--- config.mk ---
export PLATFORM = sky130hd
export DESIGN_NAME = fifo_control
export DESIGN_NICKNAME = d
export VERILOG_FILES = /design/src/rtl/fifo_control_pkg.sv /design/src/rtl/fifo_ptr.sv /design/src/rtl/fifo_control.sv
export SDC_FILE = /design/constraint.sdc
export NUM_CORES = 1
export LEC_CHECK = 0
export CORE_ASPECT_RATIO = 0.7
export CORE_MARGIN = 8
export CORE_UTILIZATION = 30
export DETAILED_ROUTE_END_ITERATION = 12
export MAX_ROUTING_LAYER = met4
export PLACE_DENSITY_LB_ADDON = 0.25
export SLEW_MARGIN = 20
export SYNTH_ARGS = -nofsm -noshare
export SYNTH_HDL_FRONTEND = slang
export SYNTH_SLANG_ARGS = --single-unit
--- constraint.sdc ---
create_clock -name clk -period 3.62 [get_ports clk]
set_input_delay 0.543 -clock clk [delete_from_list [all_inputs] [get_ports clk]]
set_output_delay 0.543 -clock clk [all_outputs]
set_load 0.01 [all_outputs]
--- src/rtl/fifo_control_pkg.sv ---
// Shared defaults and types for the FIFO pointer/flag controller and its
// pointer sub-module.
package fifo_control_pkg;

  localparam int FIFO_DATA_WIDTH = 12;
  localparam int FIFO_ADDR_WIDTH = 8;
  localparam int FIFO_AF_MARGIN  = 2;
  localparam int FIFO_AE_MARGIN  = 2;

  typedef struct packed {
    logic overflow;
    logic underflow;
  } fifo_err_t;

endpackage

--- src/rtl/fifo_ptr.sv ---
// Wrapping address counter with enable and synchronous reset; one instance
// each for the memory write and read addresses.
module fifo_ptr
  import fifo_control_pkg::*;
#(
  parameter int ADDR_WIDTH = FIFO_ADDR_WIDTH
) (
  input  logic                  clk,
  input  logic                  reset,
  input  logic                  en,
  output logic [ADDR_WIDTH-1:0] ptr
);

  localparam logic [ADDR_WIDTH-1:0] ONE_C = {{(ADDR_WIDTH-1){1'b0}}, 1'b1};

  logic [ADDR_WIDTH-1:0] ptr_q, ptr_d;

  // Wrap from all-ones back to zero falls out of the modulo-2**N add.
  always_comb begin
    ptr_d = ptr_q;
    if (en) begin
      ptr_d = ptr_q + ONE_C;
    end
    if (reset) begin
      ptr_d = '0;
    end
  end

  always_ff @(posedge clk) begin
    ptr_q <= ptr_d;
  end

  assign ptr = ptr_q;

endmodule

--- src/rtl/fifo_control.sv ---
// Access-side controller for a FIFO storage memory: pointers, strobes,
// occupancy count, status flags and sticky error bits.
module fifo_control
  import fifo_control_pkg::*;
#(
  parameter int DATA_WIDTH = FIFO_DATA_WIDTH,
  parameter int ADDR_WIDTH = FIFO_ADDR_WIDTH,
  parameter int AF_MARGIN  = FIFO_AF_MARGIN,
  parameter int AE_MARGIN  = FIFO_AE_MARGIN
) (
  input  logic                  clk,
  input  logic                  reset,
  input  logic                  push,
  input  logic [DATA_WIDTH-1:0] push_data,
  input  logic                  pop,
  input  logic [DATA_WIDTH-1:0] FIFO_data_out,
  output logic [DATA_WIDTH-1:0] FIFO_data_in,
  output logic [ADDR_WIDTH-1:0] wr_ptr,
  output logic [ADDR_WIDTH-1:0] rd_ptr,
  output logic                  write_enable,
  output logic                  read_enable,
  output logic [DATA_WIDTH-1:0] pop_data,
  output logic                  pop_valid,
  output logic [ADDR_WIDTH:0]   count,
  output logic                  full,
  output logic                  empty,
  output logic                  almost_full,
  output logic                  almost_empty,
  output logic                  overflow,
  output logic                  underflow
);

  localparam logic [ADDR_WIDTH:0] DEPTH_C  = {1'b1, {ADDR_WIDTH{1'b0}}};
  localparam logic [ADDR_WIDTH:0] ONE_C    = {{ADDR_WIDTH{1'b0}}, 1'b1};
  localparam logic [ADDR_WIDTH:0] AF_LEVEL = DEPTH_C - (ADDR_WIDTH+1)'(AF_MARGIN);
  localparam logic [ADDR_WIDTH:0] AE_LEVEL = (ADDR_WIDTH+1)'(AE_MARGIN);

  logic [ADDR_WIDTH:0] count_q, count_d;
  fifo_err_t           err_q, err_d;
  logic                pop_valid_q, pop_valid_d;
  logic                push_ok, pop_ok;

  // Handshake: push and pop are requests with no back-pressure port. A request
  // is accepted in the same cycle iff the registered flag allows it (push needs
  // ~full, pop needs ~empty); a rejected request only sets its sticky error bit.
  // Accepted pops return data one cycle later, marked by pop_valid.
  always_comb begin
    push_ok     = push & ~full & ~reset;
    pop_ok      = pop & ~empty & ~reset;
    count_d     = count_q;
    err_d       = err_q;
    pop_valid_d = pop_ok;
    case ({push_ok, pop_ok})
      2'b10:   count_d = count_q + ONE_C;
      2'b01:   count_d = count_q - ONE_C;
      default: count_d = count_q;
    endcase
    if (push && full) begin
      err_d.overflow = 1'b1;
    end
    if (pop && empty) begin
      err_d.underflow = 1'b1;
    end
    if (reset) begin
      count_d     = '0;
      err_d       = '0;
      pop_valid_d = 1'b0;
    end
  end

  always_ff @(posedge clk) begin
    count_q     <= count_d;
    err_q       <= err_d;
    pop_valid_q <= pop_valid_d;
  end

  fifo_ptr #(.ADDR_WIDTH(ADDR_WIDTH)) u_wr_ptr (
    .clk   (clk),
    .reset (reset),
    .en    (push_ok),
    .ptr   (wr_ptr)
  );

  fifo_ptr #(.ADDR_WIDTH(ADDR_WIDTH)) u_rd_ptr (
    .clk   (clk),
    .reset (reset),
    .en    (pop_ok),
    .ptr   (rd_ptr)
  );

  // Flags come only from the count register, never from this cycle's requests.
  assign full         = (count_q == DEPTH_C);
  assign empty        = (count_q == '0);
  assign almost_full  = (count_q >= AF_LEVEL);
  assign almost_empty = (count_q <= AE_LEVEL);

  assign write_enable = push_ok;
  assign read_enable  = pop_ok;
  assign FIFO_data_in = push_data;
  assign pop_data     = FIFO_data_out;
  assign pop_valid    = pop_valid_q;
  assign count        = count_q;
  assign overflow     = err_q.overflow;
  assign underflow    = err_q.underflow;

endmodule
==> impl_metrics.tcl, run 1 <==
set metrics [dict create \
    finalWirelength_mm 4.21 \
    holdWs_ps 486 \
    clk_path_buf_depth 2 \
    cap_viol_max_count 0 \
    power_density_nw_per_um2 534 \
    path_cells "or4_4 > o31a_1 > nand2b_1 > ha_1 > ha_1 > and2_1 > a22o_1 > o21ai_0 > nor4_1 > a211o_1" \
    instances_no_fill 303 \
    dieArea_um2 8640 \
    relSlewSlack_pct 69.2 \
    required_ps 3790 \
    final_nets 269 \
    cpMostUsedCell "ha_1" \
    fin_crit_sh_pct 91.7 \
    rsz0062_at_grt "no" \
    path_buf_inv 0 \
    netlist_instances 210 \
    io_pins 86 \
    status "completed" \
    yosys.area_share.adder_pct 8.22 \
    seq_area_frac_synth_pct 31.7 \
    row_count 23 \
    ctsResizeCount 0 \
    report.final.slew_viol_count 0 \
    crit_fanout 11 \
    drc 0 \
    synth_compound_area_share_pct 14.6 \
    hold_path_class "flip-flop to flip-flop" \
    ys_types 42 \
    cp_top_family "compound AO/OA/AOI/OAI gates" \
    syn_nets 249 \
    antenna_found_initial 0 \
    clk_pin_slew_ps 100 \
    yosys_warnings 0 \
    grt_max_degree 22 \
    critPathMaxStageDelay_ps 620 \
    crit_slowest_cell "or4_4" \
    synth_common_cells "28 x dfxtp_1, 28 x nor2_1, 24 x buf_4" \
    start_util_pct 31.0 \
    grt-ovfl-total 0 \
    drtPass1Iterations 4 \
    dr_wl_met2_mm 1.74 \
    place_congestion 0.814 \
    muxShareOfSynthArea_pct 2.34 \
    area_growth_pct 20.3 \
    cts_buffers 3 \
    startpoint_type "flip-flop" \
    synth-edff-count 0 \
    power.leakage_nw 0.811 \
    fin_area_um2 2130 \
    cts_tree "yes" \
    dp_hpwl_mm 3.25 \
    maxUsedRoutingLayer "met4" \
    routedWlPerCell_um 13.9 \
    wl_met1_mm 2.25 \
    first_global_vias 1410 \
    ir_drop_v 0.000241 \
    period_needed_ps 3320 \
    layout_setup_ws_ps 302 \
    ys_seq_elements 28 \
    grt_pass1_wl_mm 6.98 \
    synth_xor_area_share_pct 6.94 \
    synth.area.top_cells "dfxtp_1 32%, buf_4 10%, ha_1 7.1%" \
    dr.first_iter.drc_count 46 \
    path_class "flip-flop to flip-flop" \
    postCtsSetupRepairBufs 0 \
    placed_cell_area_um2 2080 \
    post_synth.cell_area_avg_um2 8.41 \
    ys.flop_type "dfxtp_1" \
    crit_path_end_kind "flip-flop" \
    fmax_mhz 301 \
    antenna_left 0 \
    via_count 1434 \
    die_h_um 80.2 \
    fillerInstances 582 \
    worst_slew_pin_slew_ps 451 \
    io_buffer_count 37 \
    die_w_um 108 \
    synth_top_area_share_pct 31.7 \
    async_flop_share_pct 0 \
    core_um2 5700 \
    setup-tns-final_ps 0 \
    vias_per_cell 4.73 \
    r2r_slack_ps 300 \
    cts-htree-levels 1 \
    num_antenna_cells 0 \
    place_inst 300 \
    hold_viol_final 0 \
    grt_use_total_pct 10.3 \
    place_ws_ps 214 \
    ctsHoldBuffers 0 \
    rr_worst_depth 10 \
    drive_above_1_share_pct 7.89 \
    worstHoldPathCells 2 \
    synth-simple-area-share_pct 23.0 \
    syn-cell-area_um2 1770 \
    cts_root_buffer "clkbuf_8" \
    cp_num_cells 10 \
    route.met3.wl_um 206 \
    arrival_ps 3490 \
    synth_top_family_by_area "simple AND/OR/NAND/NOR gates" \
    clock_latency_ps 270 \
    yosysTopAreaCell "dfxtp_1" \
    fin_worst_skew_ps 2.17 \
    finalSetupViolations 0 \
    cts.sinks 28 \
]
routing by layer:
metal / track usage, % / vias up
li1: - / 751
met1: 13.6 / 661
met2: 15.0 / 20
met3: 3.28 / 2
met4: 1.66 / 0
met5: - / -
worst min-delay path: stages (launching register included):
cell and delay [ps]:
dfxtp_1 350, a21oi_1 40, nor2_1 70
layout by cell type, fill, tap and decap left out, types with 3 or more instances in the layout:
cell             netlist  final
o21ai_0                8      8
or3_1                  4      4
and2_1                 3      3
clkbuf_8               0      3
nand3_1                8      8
buf_4                 24      9
inv_1                  5      5
xor2_1                 5      5
dfxtp_1               28     28
clkdlybuf4s50_1        0     37
nor3_1                 6      6
mux2i_1                3      3
xnor2_1                9      9
ha_1                  10     10
nor4_1                 4      4
nor2_1                28     28
nand2_1               14     14
a21oi_1               11     11
stage by stage:
stage                     power [mW]  utilization [%]
after floorplan                0.759                -
after global placement         0.972             36.6
after detailed placement       0.977             36.6
after CTS                       1.16             37.3
after global routing            1.22             37.3
final                           1.14             37.3
power breakdown:
part / switching [mW] / internal, mW / total (mW)
sequential: 0.0333 / 0.346 / 0.379
clock: 0.0981 / 0.0748 / 0.173
combinational: 0.303 / 0.281 / 0.584
worst paths after layout:
| check | start | to |
|---|---|---|
| max | count[3] | count[5] |
| min reg2reg | overflow | overflow |
| min | overflow | overflow |
| max reg2reg | count[3] | count[5] |
state kept, by name, summed over array words and instances, names as in the netlist:
name	cells
overflow	1
underflow	1
u_wr_ptr.ptr	8
count	9
u_rd_ptr.ptr	8
pop_valid	1
cell families (layout without fill, tap and decap cells):
| logic type | Yosys count | count (layout) |
|---|---|---|
| XOR/XNOR | 14 | 14 |
| adder cells (fa/ha/maj) | 11 | 11 |
| multiplexers | 4 | 4 |
| AND/OR/NAND/NOR | 81 | 81 |
| buffers and inverters | 36 | 54 |
| AO/OA/AOI/OAI | 36 | 36 |
| flip-flops | 28 | 28 |
area by class of cell:
type | count | area, µm² | area share (%)
Timing Repair Buffer | 46 | 438 | 20.6
Inverter | 5 | 18.8 | 0.883
Tap cell | 75 | 93.8 | 4.41
Sequential cell | 28 | 561 | 26.4
Multi-Input combinational cell | 146 | 973 | 45.8
Clock buffer | 3 | 41.3 | 1.94
Power figures use the tool's default switching activity.
==> inputs of run 2 (changes only) <==
--- a/config.mk
+++ b/config.mk
@@ -9,6 +9,7 @@
 export CORE_MARGIN = 8
 export CORE_UTILIZATION = 30
 export DETAILED_ROUTE_END_ITERATION = 12
+export GPL_ROUTABILITY_DRIVEN = 1
 export MAX_ROUTING_LAYER = met4
 export PLACE_DENSITY_LB_ADDON = 0.25
 export SLEW_MARGIN = 20
==> results of run 2 <==
Same layout as run 1: the final DEF is identical, and so are final timing and power.
==> inputs of run 3 (changes only) <==
==> constraint.sdc (replaced) <==
create_clock -name clk -period 3.7 [get_ports clk]
set_input_delay 0.555 -clock clk [delete_from_list [all_inputs] [get_ports clk]]
set_output_delay 0.555 -clock clk [all_outputs]
set_load 0.01 [all_outputs]
==> run 3 against run 2 <==
Global-route usage about the same. Core utilization down 0.15 points. Power down 1.8%. First-iteration DRC count up 17%. Critical path type unchanged. Largest power group unchanged.
==> impl_metrics.tcl, run 3 (synthesis gave the netlist of run 1 again) <==
set metrics [dict create \
    startpoint_type "flip-flop" \
    ctsResizeCount 0 \
    crit_fanout 11 \
    finalPower_mw 1.12 \
    drive_above_1_share_pct 7.08 \
    place_ws_ps 253 \
    start_util_pct 31.0 \
    path_class "flip-flop to flip-flop" \
    cts_buffers 3 \
    final_nets 266 \
    io_pins 86 \
    first_global_vias 1356 \
    grt_use_met2_pct 15.2 \
    grt_pass1_wl_mm 6.97 \
    relSlewSlack_pct 64.7 \
    path_cells "or4_4 > o31a_1 > nand2b_1 > ha_1 > ha_1 > and2_1 > a22o_1 > o21ai_0 > nor4_1 > a211o_1" \
    power_density_nw_per_um2 527 \
    fin_util_pct 37.2 \
    num_antenna_cells 0 \
    cp_num_cells 10 \
    setup-tns-final_ps 0 \
    r2r_slack_ps 270 \
    instances_no_fill 301 \
    cts-htree-levels 1 \
    crit_path_end_kind "flip-flop" \
    endpoint "count[5]" \
    grt_use_total_pct 10.3 \
    startpoint "count[1]" \
    postCtsSetupRepairBufs 0 \
    via_count 1424 \
    worst_slew_pin_slew_ps 517 \
    routedWlPerCell_um 13.9 \
    die_w_um 108 \
    arrival_ps 3610 \
    io_buffer_count 37 \
    vias_per_cell 4.73 \
    antenna_found_initial 0 \
    clk_pin_slew_ps 100 \
    core_um2 5700 \
    rsz0062_at_grt "no" \
    antenna_left 0 \
    grt_max_degree 23 \
    cts.sinks 28 \
    grt-ovfl-total 0 \
    cts_tree "yes" \
    regToRegStartpoint "count[1]" \
    final_common_cell "clkdlybuf4s50_1" \
    period_needed_ps 3430 \
    finalSetupViolations 0 \
    cpMostUsedCell "ha_1" \
    grt_use_met3_pct 3.04 \
    place_congestion 0.834 \
    critPathMaxStageDelay_ps 630 \
    area_growth_pct 19.8 \
    finalWirelength_mm 4.18 \
    fmax_mhz 291 \
    required_ps 3870 \
    status "completed" \
    cts_root_buffer "clkbuf_8" \
    grt-busiest-layer "met2" \
    dr.first_iter.drc_count 54 \
    clock_latency_ps 280 \
    ir_drop_v 0.000210 \
    drtPass1Iterations 4 \
    die_h_um 80.2 \
    power.leakage_nw 0.802 \
    place_inst 297 \
    fin_worst_skew_ps 5.58 \
    cp_top_family "compound AO/OA/AOI/OAI gates" \
    layout_setup_ws_ps 269 \
    report.final.slew_viol_count 0 \
    row_count 23 \
    clk_path_buf_depth 2 \
    hold_path_class "flip-flop to flip-flop" \
    ctsHoldBuffers 0 \
    timing.rr.end "count[5]" \
    crit_slowest_cell "or4_4" \
    fillerInstances 610 \
    rr_worst_depth 10 \
    cap_viol_max_count 0 \
    dp_hpwl_mm 3.26 \
    hold_viol_final 0 \
    path_buf_inv 0 \
    dieArea_um2 8640 \
    largest_register_ffs 9 \
    layout_common_cells "37 x clkdlybuf4s50_1, 28 x nor2_1, 28 x dfxtp_1" \
    fin_crit_sh_pct 92.7 \
    grt.met1_usage_pct 13.8 \
    drc 0 \
]
[run 3: cell types whose count changed in the layout (fill, tap and decap cells not counted)]
| cell | change |
|---|---|
| buf_4 | -3 |
| clkbuf_8 | +1 |
[run 3: worst min path at each step]
stage               depth (start not counted)  slack (ps)        end      start
floorplan                                   2         500   overflow   overflow
global placement                            2         460   overflow   overflow
detailed placement                          2         460  underflow  underflow
CTS                                         2         490  underflow  underflow
global route                                2         530  underflow  underflow
finish                                      2         480  underflow  underflow
[run 3: area by class of cell]
| type | instances | area [µm²] | share of cell area, % |
|---|---|---|---|
| Clock buffer | 4 | 55.1 | 2.60 |
| Sequential cell | 28 | 561 | 26.5 |
| Tap cell | 75 | 93.8 | 4.43 |
| Inverter | 5 | 18.8 | 0.887 |
| Multi-Input combinational cell | 146 | 973 | 46.0 |
| Timing Repair Buffer | 43 | 415 | 19.6 |
[run 3: metal layers]
| layer | share of wire, % | routed length [µm] |
|---|---|---|
| met5 | 0 | 0 |
| met3 | 4.9 | 206 |
| met4 | 0.24 | 10 |
| met1 | 52 | 2190 |
| met2 | 42 | 1770 |
[run 3: per-stage QoR]
step | instance area [µm²] | hold slack (ps)
global route | 2120 | 530
global placement | 2060 | 459
floorplan | 1770 | 502
CTS | 2120 | 489
finish | 2120 | 479
detailed placement | 2060 | 461
[run 3: worst min-delay path, cell delays in order, from the launching register on]
cell and delay (ps):
dfxtp_1 340, a21oi_1 40, nor2_1 70
[run 3: power breakdown]
group | switching [mW] | leakage, nW | internal [mW]
logic | 0.276 | 0.546 | 0.262
registers | 0.0474 | 0.227 | 0.338
clock network | 0.0967 | 0.0288 | 0.0953
